### src/rtl/alu_op_sequencer_if.sv
// Board-side bundle between switches/buttons/ALU and the operand sequencer.
interface alu_op_sequencer_if #(
   parameter int unsigned NB_DATA      = 8,
   parameter int unsigned NB_OPCODE    = 6,
   parameter int unsigned N_PULSADORES = 3
);
   logic [NB_DATA-1:0]      i_switches;
   logic [N_PULSADORES-1:0] i_pulsadores;
   logic [NB_DATA-1:0]      i_alu_result;
   logic [NB_DATA-1:0]      o_data_a;
   logic [NB_DATA-1:0]      o_data_b;
   logic [NB_OPCODE-1:0]    o_opcode;
   logic [NB_DATA-1:0]      o_result;
   logic                    o_valid;
   logic                    o_op_err;
   logic                    o_seq_err;
   logic [2:0]              o_state;

   // Board / ALU side: drives switches, buttons and the ALU result.
   modport master (
      output i_switches, i_pulsadores, i_alu_result,
      input  o_data_a, o_data_b, o_opcode, o_result, o_valid, o_op_err, o_seq_err, o_state
   );

   // Sequencer side.
   modport slave (
      input  i_switches, i_pulsadores, i_alu_result,
      output o_data_a, o_data_b, o_opcode, o_result, o_valid, o_op_err, o_seq_err, o_state
   );
endinterface

### src/rtl/alu_op_sequencer.sv
// Button-driven operand/opcode sequencer for the board ALU: debounces the buttons,
// enforces the A -> B -> opcode load order and registers the ALU result.
module alu_op_sequencer #(
   parameter int unsigned NB_DATA         = 8,
   parameter int unsigned NB_OPCODE       = 6,
   parameter int unsigned N_PULSADORES    = 3,
   parameter int unsigned DEBOUNCE_CYCLES = 4
) (
   input logic              i_clock,
   input logic              i_reset,
   alu_op_sequencer_if.slave bus
);

   localparam int unsigned NB_CNT = (DEBOUNCE_CYCLES < 2) ? 1 : $clog2(DEBOUNCE_CYCLES);

   localparam logic [NB_OPCODE-1:0] OP_ADD = NB_OPCODE'(6'b100000);
   localparam logic [NB_OPCODE-1:0] OP_SUB = NB_OPCODE'(6'b100010);
   localparam logic [NB_OPCODE-1:0] OP_AND = NB_OPCODE'(6'b100100);
   localparam logic [NB_OPCODE-1:0] OP_OR  = NB_OPCODE'(6'b100101);
   localparam logic [NB_OPCODE-1:0] OP_XOR = NB_OPCODE'(6'b100110);
   localparam logic [NB_OPCODE-1:0] OP_SRA = NB_OPCODE'(6'b000011);
   localparam logic [NB_OPCODE-1:0] OP_SRL = NB_OPCODE'(6'b000010);
   localparam logic [NB_OPCODE-1:0] OP_NOR = NB_OPCODE'(6'b100111);

   typedef enum logic [2:0] {
      S_A    = 3'd0,
      S_B    = 3'd1,
      S_OP   = 3'd2,
      S_EXEC = 3'd3,
      S_DONE = 3'd4
   } state_t;

   // Button conditioning state
   logic [N_PULSADORES-1:0] sync1_q, sync1_d;
   logic [N_PULSADORES-1:0] sync2_q, sync2_d;
   logic [N_PULSADORES-1:0] db_q, db_d;
   logic [N_PULSADORES-1:0] ev_q, ev_d;
   logic [NB_CNT-1:0]       cnt_q [N_PULSADORES];
   logic [NB_CNT-1:0]       cnt_d [N_PULSADORES];

   // Sequencer state
   state_t               state_q, state_d;
   logic [NB_DATA-1:0]   data_a_q, data_a_d;
   logic [NB_DATA-1:0]   data_b_q, data_b_d;
   logic [NB_OPCODE-1:0] opcode_q, opcode_d;
   logic [NB_DATA-1:0]   result_q, result_d;
   logic                 valid_q, valid_d;
   logic                 op_err_q, op_err_d;
   logic                 seq_err_q, seq_err_d;

   logic                 sel_a, sel_b, sel_op, code_ok;
   logic [NB_OPCODE-1:0] code;

   function automatic logic op_valid(input logic [NB_OPCODE-1:0] c);
      case (c)
         OP_ADD, OP_SUB, OP_AND, OP_OR, OP_XOR, OP_SRA, OP_SRL, OP_NOR: op_valid = 1'b1;
         default:                                                        op_valid = 1'b0;
      endcase
   endfunction

   // Synchronizer, mismatch counter and rising-edge press event per button
   always_comb begin
      sync1_d = bus.i_pulsadores;
      sync2_d = sync1_q;
      db_d    = db_q;
      ev_d    = '0;
      for (int i = 0; i < int'(N_PULSADORES); i++) begin
         cnt_d[i] = '0;
         if (sync2_q[i] != db_q[i]) begin
            if (cnt_q[i] == NB_CNT'(DEBOUNCE_CYCLES - 1)) begin
               db_d[i] = sync2_q[i];
               ev_d[i] = sync2_q[i];
            end else begin
               cnt_d[i] = cnt_q[i] + NB_CNT'(1);
            end
         end
      end
   end

   // Button conditioning registers
   always_ff @(posedge i_clock or negedge i_reset) begin
      if (!i_reset) begin
         sync1_q <= '0;
         sync2_q <= '0;
         db_q    <= '0;
         ev_q    <= '0;
         for (int i = 0; i < int'(N_PULSADORES); i++) cnt_q[i] <= '0;
      end else begin
         sync1_q <= sync1_d;
         sync2_q <= sync2_d;
         db_q    <= db_d;
         ev_q    <= ev_d;
         for (int i = 0; i < int'(N_PULSADORES); i++) cnt_q[i] <= cnt_d[i];
      end
   end

   // Next state and load decisions; only the highest-priority event is honoured
   always_comb begin
      state_d   = state_q;
      data_a_d  = data_a_q;
      data_b_d  = data_b_q;
      opcode_d  = opcode_q;
      result_d  = result_q;
      valid_d   = 1'b0;
      op_err_d  = op_err_q;
      seq_err_d = seq_err_q;
      sel_a     = ev_q[0];
      sel_b     = ev_q[1] & ~ev_q[0];
      sel_op    = ev_q[2] & ~ev_q[1] & ~ev_q[0];
      code      = bus.i_switches[NB_OPCODE-1:0];
      code_ok   = op_valid(code);
      case (state_q)
         S_A: begin
            if (sel_a) begin
               data_a_d  = bus.i_switches;
               seq_err_d = 1'b0;
               op_err_d  = 1'b0;
               state_d   = S_B;
            end else if (sel_b || sel_op) begin
               seq_err_d = 1'b1;
            end
         end
         S_B: begin
            if (sel_a) begin
               data_a_d = bus.i_switches;
            end else if (sel_b) begin
               data_b_d = bus.i_switches;
               state_d  = S_OP;
            end else if (sel_op) begin
               seq_err_d = 1'b1;
            end
         end
         S_OP: begin
            if (sel_a) begin
               data_a_d = bus.i_switches;
               state_d  = S_B;
            end else if (sel_b) begin
               data_b_d = bus.i_switches;
            end else if (sel_op) begin
               if (code_ok) begin
                  opcode_d = code;
                  op_err_d = 1'b0;
                  state_d  = S_EXEC;
               end else begin
                  op_err_d = 1'b1;
               end
            end
         end
         S_EXEC: begin
            result_d = bus.i_alu_result;
            valid_d  = 1'b1;
            state_d  = S_DONE;
         end
         S_DONE: begin
            if (sel_a) begin
               data_a_d = bus.i_switches;
               state_d  = S_B;
            end else if (sel_b) begin
               seq_err_d = 1'b1;
            end else if (sel_op) begin
               if (code_ok) begin
                  opcode_d = code;
                  op_err_d = 1'b0;
                  state_d  = S_EXEC;
               end else begin
                  op_err_d = 1'b1;
               end
            end
         end
         default: state_d = S_A;
      endcase
   end

   // Sequencer registers
   always_ff @(posedge i_clock or negedge i_reset) begin
      if (!i_reset) begin
         state_q   <= S_A;
         data_a_q  <= '0;
         data_b_q  <= '0;
         opcode_q  <= '0;
         result_q  <= '0;
         valid_q   <= 1'b0;
         op_err_q  <= 1'b0;
         seq_err_q <= 1'b0;
      end else begin
         state_q   <= state_d;
         data_a_q  <= data_a_d;
         data_b_q  <= data_b_d;
         opcode_q  <= opcode_d;
         result_q  <= result_d;
         valid_q   <= valid_d;
         op_err_q  <= op_err_d;
         seq_err_q <= seq_err_d;
      end
   end

   assign bus.o_data_a  = data_a_q;
   assign bus.o_data_b  = data_b_q;
   assign bus.o_opcode  = opcode_q;
   assign bus.o_result  = result_q;
   assign bus.o_valid   = valid_q;
   assign bus.o_op_err  = op_err_q;
   assign bus.o_seq_err = seq_err_q;
   assign bus.o_state   = state_q;

endmodule
### src/flat_wrapper.sv
// flat-port wrapper written by rule: the top's interface ports become plain ports
module alu_op_sequencer_flat 
#(
   parameter int unsigned NB_DATA         = 8,
   parameter int unsigned NB_OPCODE       = 6,
   parameter int unsigned N_PULSADORES    = 3,
   parameter int unsigned DEBOUNCE_CYCLES = 4
)
  (i_clock, i_reset, bus_i_switches, bus_i_pulsadores, bus_i_alu_result, bus_o_data_a, bus_o_data_b, bus_o_opcode, bus_o_result, bus_o_valid, bus_o_op_err, bus_o_seq_err, bus_o_state);
  alu_op_sequencer_if #(.NB_DATA(NB_DATA), .NB_OPCODE(NB_OPCODE), .N_PULSADORES(N_PULSADORES)) bus_i ();
  input logic i_clock;
  input logic i_reset;
  input wire logic [$bits(bus_i.i_switches)-1:0] bus_i_switches;
  input wire logic [$bits(bus_i.i_pulsadores)-1:0] bus_i_pulsadores;
  input wire logic [$bits(bus_i.i_alu_result)-1:0] bus_i_alu_result;
  output wire logic [$bits(bus_i.o_data_a)-1:0] bus_o_data_a;
  output wire logic [$bits(bus_i.o_data_b)-1:0] bus_o_data_b;
  output wire logic [$bits(bus_i.o_opcode)-1:0] bus_o_opcode;
  output wire logic [$bits(bus_i.o_result)-1:0] bus_o_result;
  output wire logic [$bits(bus_i.o_valid)-1:0] bus_o_valid;
  output wire logic [$bits(bus_i.o_op_err)-1:0] bus_o_op_err;
  output wire logic [$bits(bus_i.o_seq_err)-1:0] bus_o_seq_err;
  output wire logic [$bits(bus_i.o_state)-1:0] bus_o_state;
  assign bus_i.i_switches = bus_i_switches;
  assign bus_i.i_pulsadores = bus_i_pulsadores;
  assign bus_i.i_alu_result = bus_i_alu_result;
  assign bus_o_data_a = bus_i.o_data_a;
  assign bus_o_data_b = bus_i.o_data_b;
  assign bus_o_opcode = bus_i.o_opcode;
  assign bus_o_result = bus_i.o_result;
  assign bus_o_valid = bus_i.o_valid;
  assign bus_o_op_err = bus_i.o_op_err;
  assign bus_o_seq_err = bus_i.o_seq_err;
  assign bus_o_state = bus_i.o_state;
  alu_op_sequencer #(.NB_DATA(NB_DATA), .NB_OPCODE(NB_OPCODE), .N_PULSADORES(N_PULSADORES), .DEBOUNCE_CYCLES(DEBOUNCE_CYCLES)) u_core (.i_clock(i_clock), .i_reset(i_reset), .bus(bus_i));
endmodule
### config.mk
export PLATFORM = sky130hd
export DESIGN_NAME = alu_op_sequencer_flat
export DESIGN_NICKNAME = d
export VERILOG_FILES = /design/src/rtl/alu_op_sequencer_if.sv /design/src/rtl/alu_op_sequencer.sv /design/src/flat_wrapper.sv
export SDC_FILE = /design/constraint.sdc
export NUM_CORES = 1
export LEC_CHECK = 0
export ABC_AREA = 1
export BUFFER_PORTS_ARGS = -buffer_cell sky130_fd_sc_hd__buf_4
export CAP_MARGIN = 20
export CORE_UTILIZATION = 40
export DETAILED_ROUTE_END_ITERATION = 16
export GPL_TIMING_DRIVEN = 0
export HOLD_SLACK_MARGIN = 0.08
export PLACE_DENSITY = 0.63
export SLEW_MARGIN = 5
export SYNTH_ARGS = -nofsm -noshare
export SYNTH_HDL_FRONTEND = slang
export SYNTH_SLANG_ARGS = --single-unit
### constraint.sdc
create_clock -name i_clock -period 1.8 [get_ports i_clock]
set_input_delay 0.36 -clock i_clock [delete_from_list [all_inputs] [get_ports i_clock]]
set_output_delay 0.36 -clock i_clock [all_outputs]
set_load 0.01 [all_outputs]
==> results.yml <==
place:
  portBuffers: 56
  place_congestion: 0.8284
  dpl_worst_slack_ns: 0.1739
  post-place-cells: 350
  post-dp-hpwl_um: 2804
final_layout:
  multi_input_comb_area_um2: 663.1
  fin_nets: 311
  final_cell_mix: "nand2_1, buf_4, dfrtp_1"
  area_growth_pct: 27.26
  drive_gt1_share_pct: 25.44
  diodes: 0
  n_fill_cell: 508
  final-instance-count-excl-fill: 357
  layout_commonest_cell: "nand2_1"
  regArea_um2: 1351
floorplanning:
  die_area_um2: 5655
  initial_utilization_pct: 41.70
  die_y_um: 75.20
  pin_count: 57
  rows: 26
  die_w_um: 75.20
  design.core.area_um2: 5140
grt:
  grt-busiest-layer: "met2"
  antenna_found_initial: 0
  gr-total-overflow: 0
  gr-usage-all-layers_pct: 15.28
  use_met2_pct: 23.92
  grt_first_pass_wirelength_um: 6534
  first_global_vias: 1502
  met1_usage_pct: 20.54
  met3_usage_pct: 4.552
  grt_max_degree: 55
pwr:
  p_leak_nw: 1.443
  p_per_area_nw_per_um2: 1538
  ir_worst_vdd_mv: 0.6254
timing:
  max_freq_mhz: 630.0
  skew_ns: 0.009464
  hold_viol_final: 0
  slew_viol_final: 0
  worst_slack_ns: 0.2128
  min_period_over_period_pct: 88.18
  fin_tns_setup_ns: 0
  setup-violations-final: 0
  whs_ns: 0.08059
  rsz0062_at_grt: "no"
  layout_min_cycle_time_ns: 1.587
  maxSlewHeadroom_pct: 56.00
  worst_slew_pin_slew_ns: 0.6600
route:
  drt_pass1_iterations: 4
  vias_per_cell: 4.504
  drtIter0Drc: 65
  ant_nets: 0
  route.detailed.wl_per_inst_um: 10.87
  wirelength_um: 3881
  vias: 1608
  route.detailed.drc: 0
worst_setup_path:
  crit_path_start: "u_core.bus.o_state[2]"
  crit_top_cell: "nand2_1"
  cp.arrival_ns: 1.79
  end_kind: "flop"
  start_kind: "flop"
  crit_path_max_incr_delay_ns: 0.57
  cp_slowest_cell: "nor3_2"
  crit_required_ns: 2.00
  worstSetupPathType: "flop to flop"
  path_cells: "clkbuf_2 -> nor3_2 -> inv_2 -> nand2_1 -> nand2_1"
  worstPathMaxFanout: 10
  r2r_start: "u_core.bus.o_state[2]"
flow_run:
  drv_cap: 0
clock_tree:
  cts_buffer_depth: 2
  htreeDepth: 2
  clkLatencyLatePin_ns: 0.30
  root_buffer: "clkbuf_8"
  cts_buffers: 5
  cts_resized: 0
  path_clk_slew_ns: 0.09
  postCtsSetupBuffers: 0
  tritoncts: "done"
  postCtsHoldBufs: 0
  clkSinkCount: 54
synth:
  ys_seq_elements: 54
  ys_warn_count: 0
  synth_cell_type_count: 19
  syn_nets: 248
  syn_area_per_cell_um2: 9.568
  syn_inst: 224
  synth_area_um2: 2143
  synth-seq-area-share_pct: 63.05
min_path:
  hp-class: "input pin to asynchronous set/reset pin"
status:
  status: "completed"
stage by stage:
| step | utilization (%) | area [µm²] | power (mW) |
|---|---|---|---|
| 4_1_cts | 53.07 | 2728 | 4.247 |
| 3_3_place_gp | 51.58 | 2651 | 3.588 |
| 3_5_place_dp | 51.58 | 2651 | 3.624 |
| 6_report | 53.07 | 2728 | 4.196 |
| 2_1_floorplan | - | 2143 | 2.850 |
| 5_1_grt | 53.07 | 2728 | 4.571 |
cell families (layout without fill, tap and decap cells):
group / after synthesis / in the layout / synth area share [%]
xor+xnor: 3 / 3 / 1.226
flops: 54 / 54 / 63.05
compound gates: 33 / 33 / 8.348
simple gates: 103 / 103 / 19.61
buf+inv: 28 / 91 / 6.013
fa+ha+maj: 3 / 3 / 1.752
synthesized netlist by cell type:
cell      number  area share (%)
nand3_2        1            0.47
nor2_1        18             3.2
nor3_1         3            0.70
buf_6          3             1.6
ha_1           3             1.8
dfrtp_1       54              63
a21oi_1        3            0.70
nand2_1       72              13
nand3_1        6             1.4
xnor2_1        3             1.2
nor3_2         1            0.47
inv_2          3            0.53
inv_1         21             3.7
nor2_4         1            0.53
o21ai_4        1            0.76
o21bai_1       1            0.35
nand2_2        1            0.29
o21ai_0       28             6.5
clkbuf_2       1            0.23
cell type report:
class	count	share of cell area [%]
multi-input combinational	142	24.31
clock buffer	7	2.798
buffer	4	1.422
tap	70	3.211
sequential	54	49.54
timing repair buffer	56	15.41
inverter	24	3.303
flip-flops by register name, indices dropped and copies added, names as in the netlist:
register	flops
u_core.bus.o_data_a	8
u_core.bus.o_data_b	8
u_core.bus.o_op_err	1
u_core.bus.o_opcode	6
u_core.bus.o_result	8
u_core.bus.o_seq_err	1
u_core.bus.o_state	3
u_core.bus.o_valid	1
u_core.cnt_q	6
u_core.db_q	3
u_core.ev_q	3
u_core.sync1_q	3
u_core.sync2_q	3
power breakdown:
part	internal, mW	switching [mW]
Clock	0.268	0.348
Sequential	1.64	0.253
Combinational	0.784	0.898
worst paths after layout:
| path | slack, ns | depth (start not counted) | endpoint |
|---|---|---|---|
| worst max register to register | 0.21 | 5 | u_core.bus.o_result[5] |
| max in group asynchronous | 1.27 | 1 | u_core.cnt_q[0] |
| min in group i_clock | 0.16 | 1 | u_core.sync1_q[0] |
| worst min register to register | 0.35 | 0 | u_core.sync2_q[1] |
| worst min-delay path | 0.08 | 1 | u_core.sync1_q[1] |
| worst max-delay path | 0.21 | 5 | u_core.bus.o_result[5] |
critical path: cells and delay by family, from the launching register on:
kind / cells / cell delay (ns)
flops: 1 / 0.39
buf+inv: 2 / 0.38
simple gates: 3 / 0.73
metal layers:
metal,up-vias,part of all wire (%)
met4,0,1.2
met2,47,44
met5,-,0
met1,729,49
li1,826,-
met3,6,5.7
Note: power is estimated with default switching activity, not from simulation.
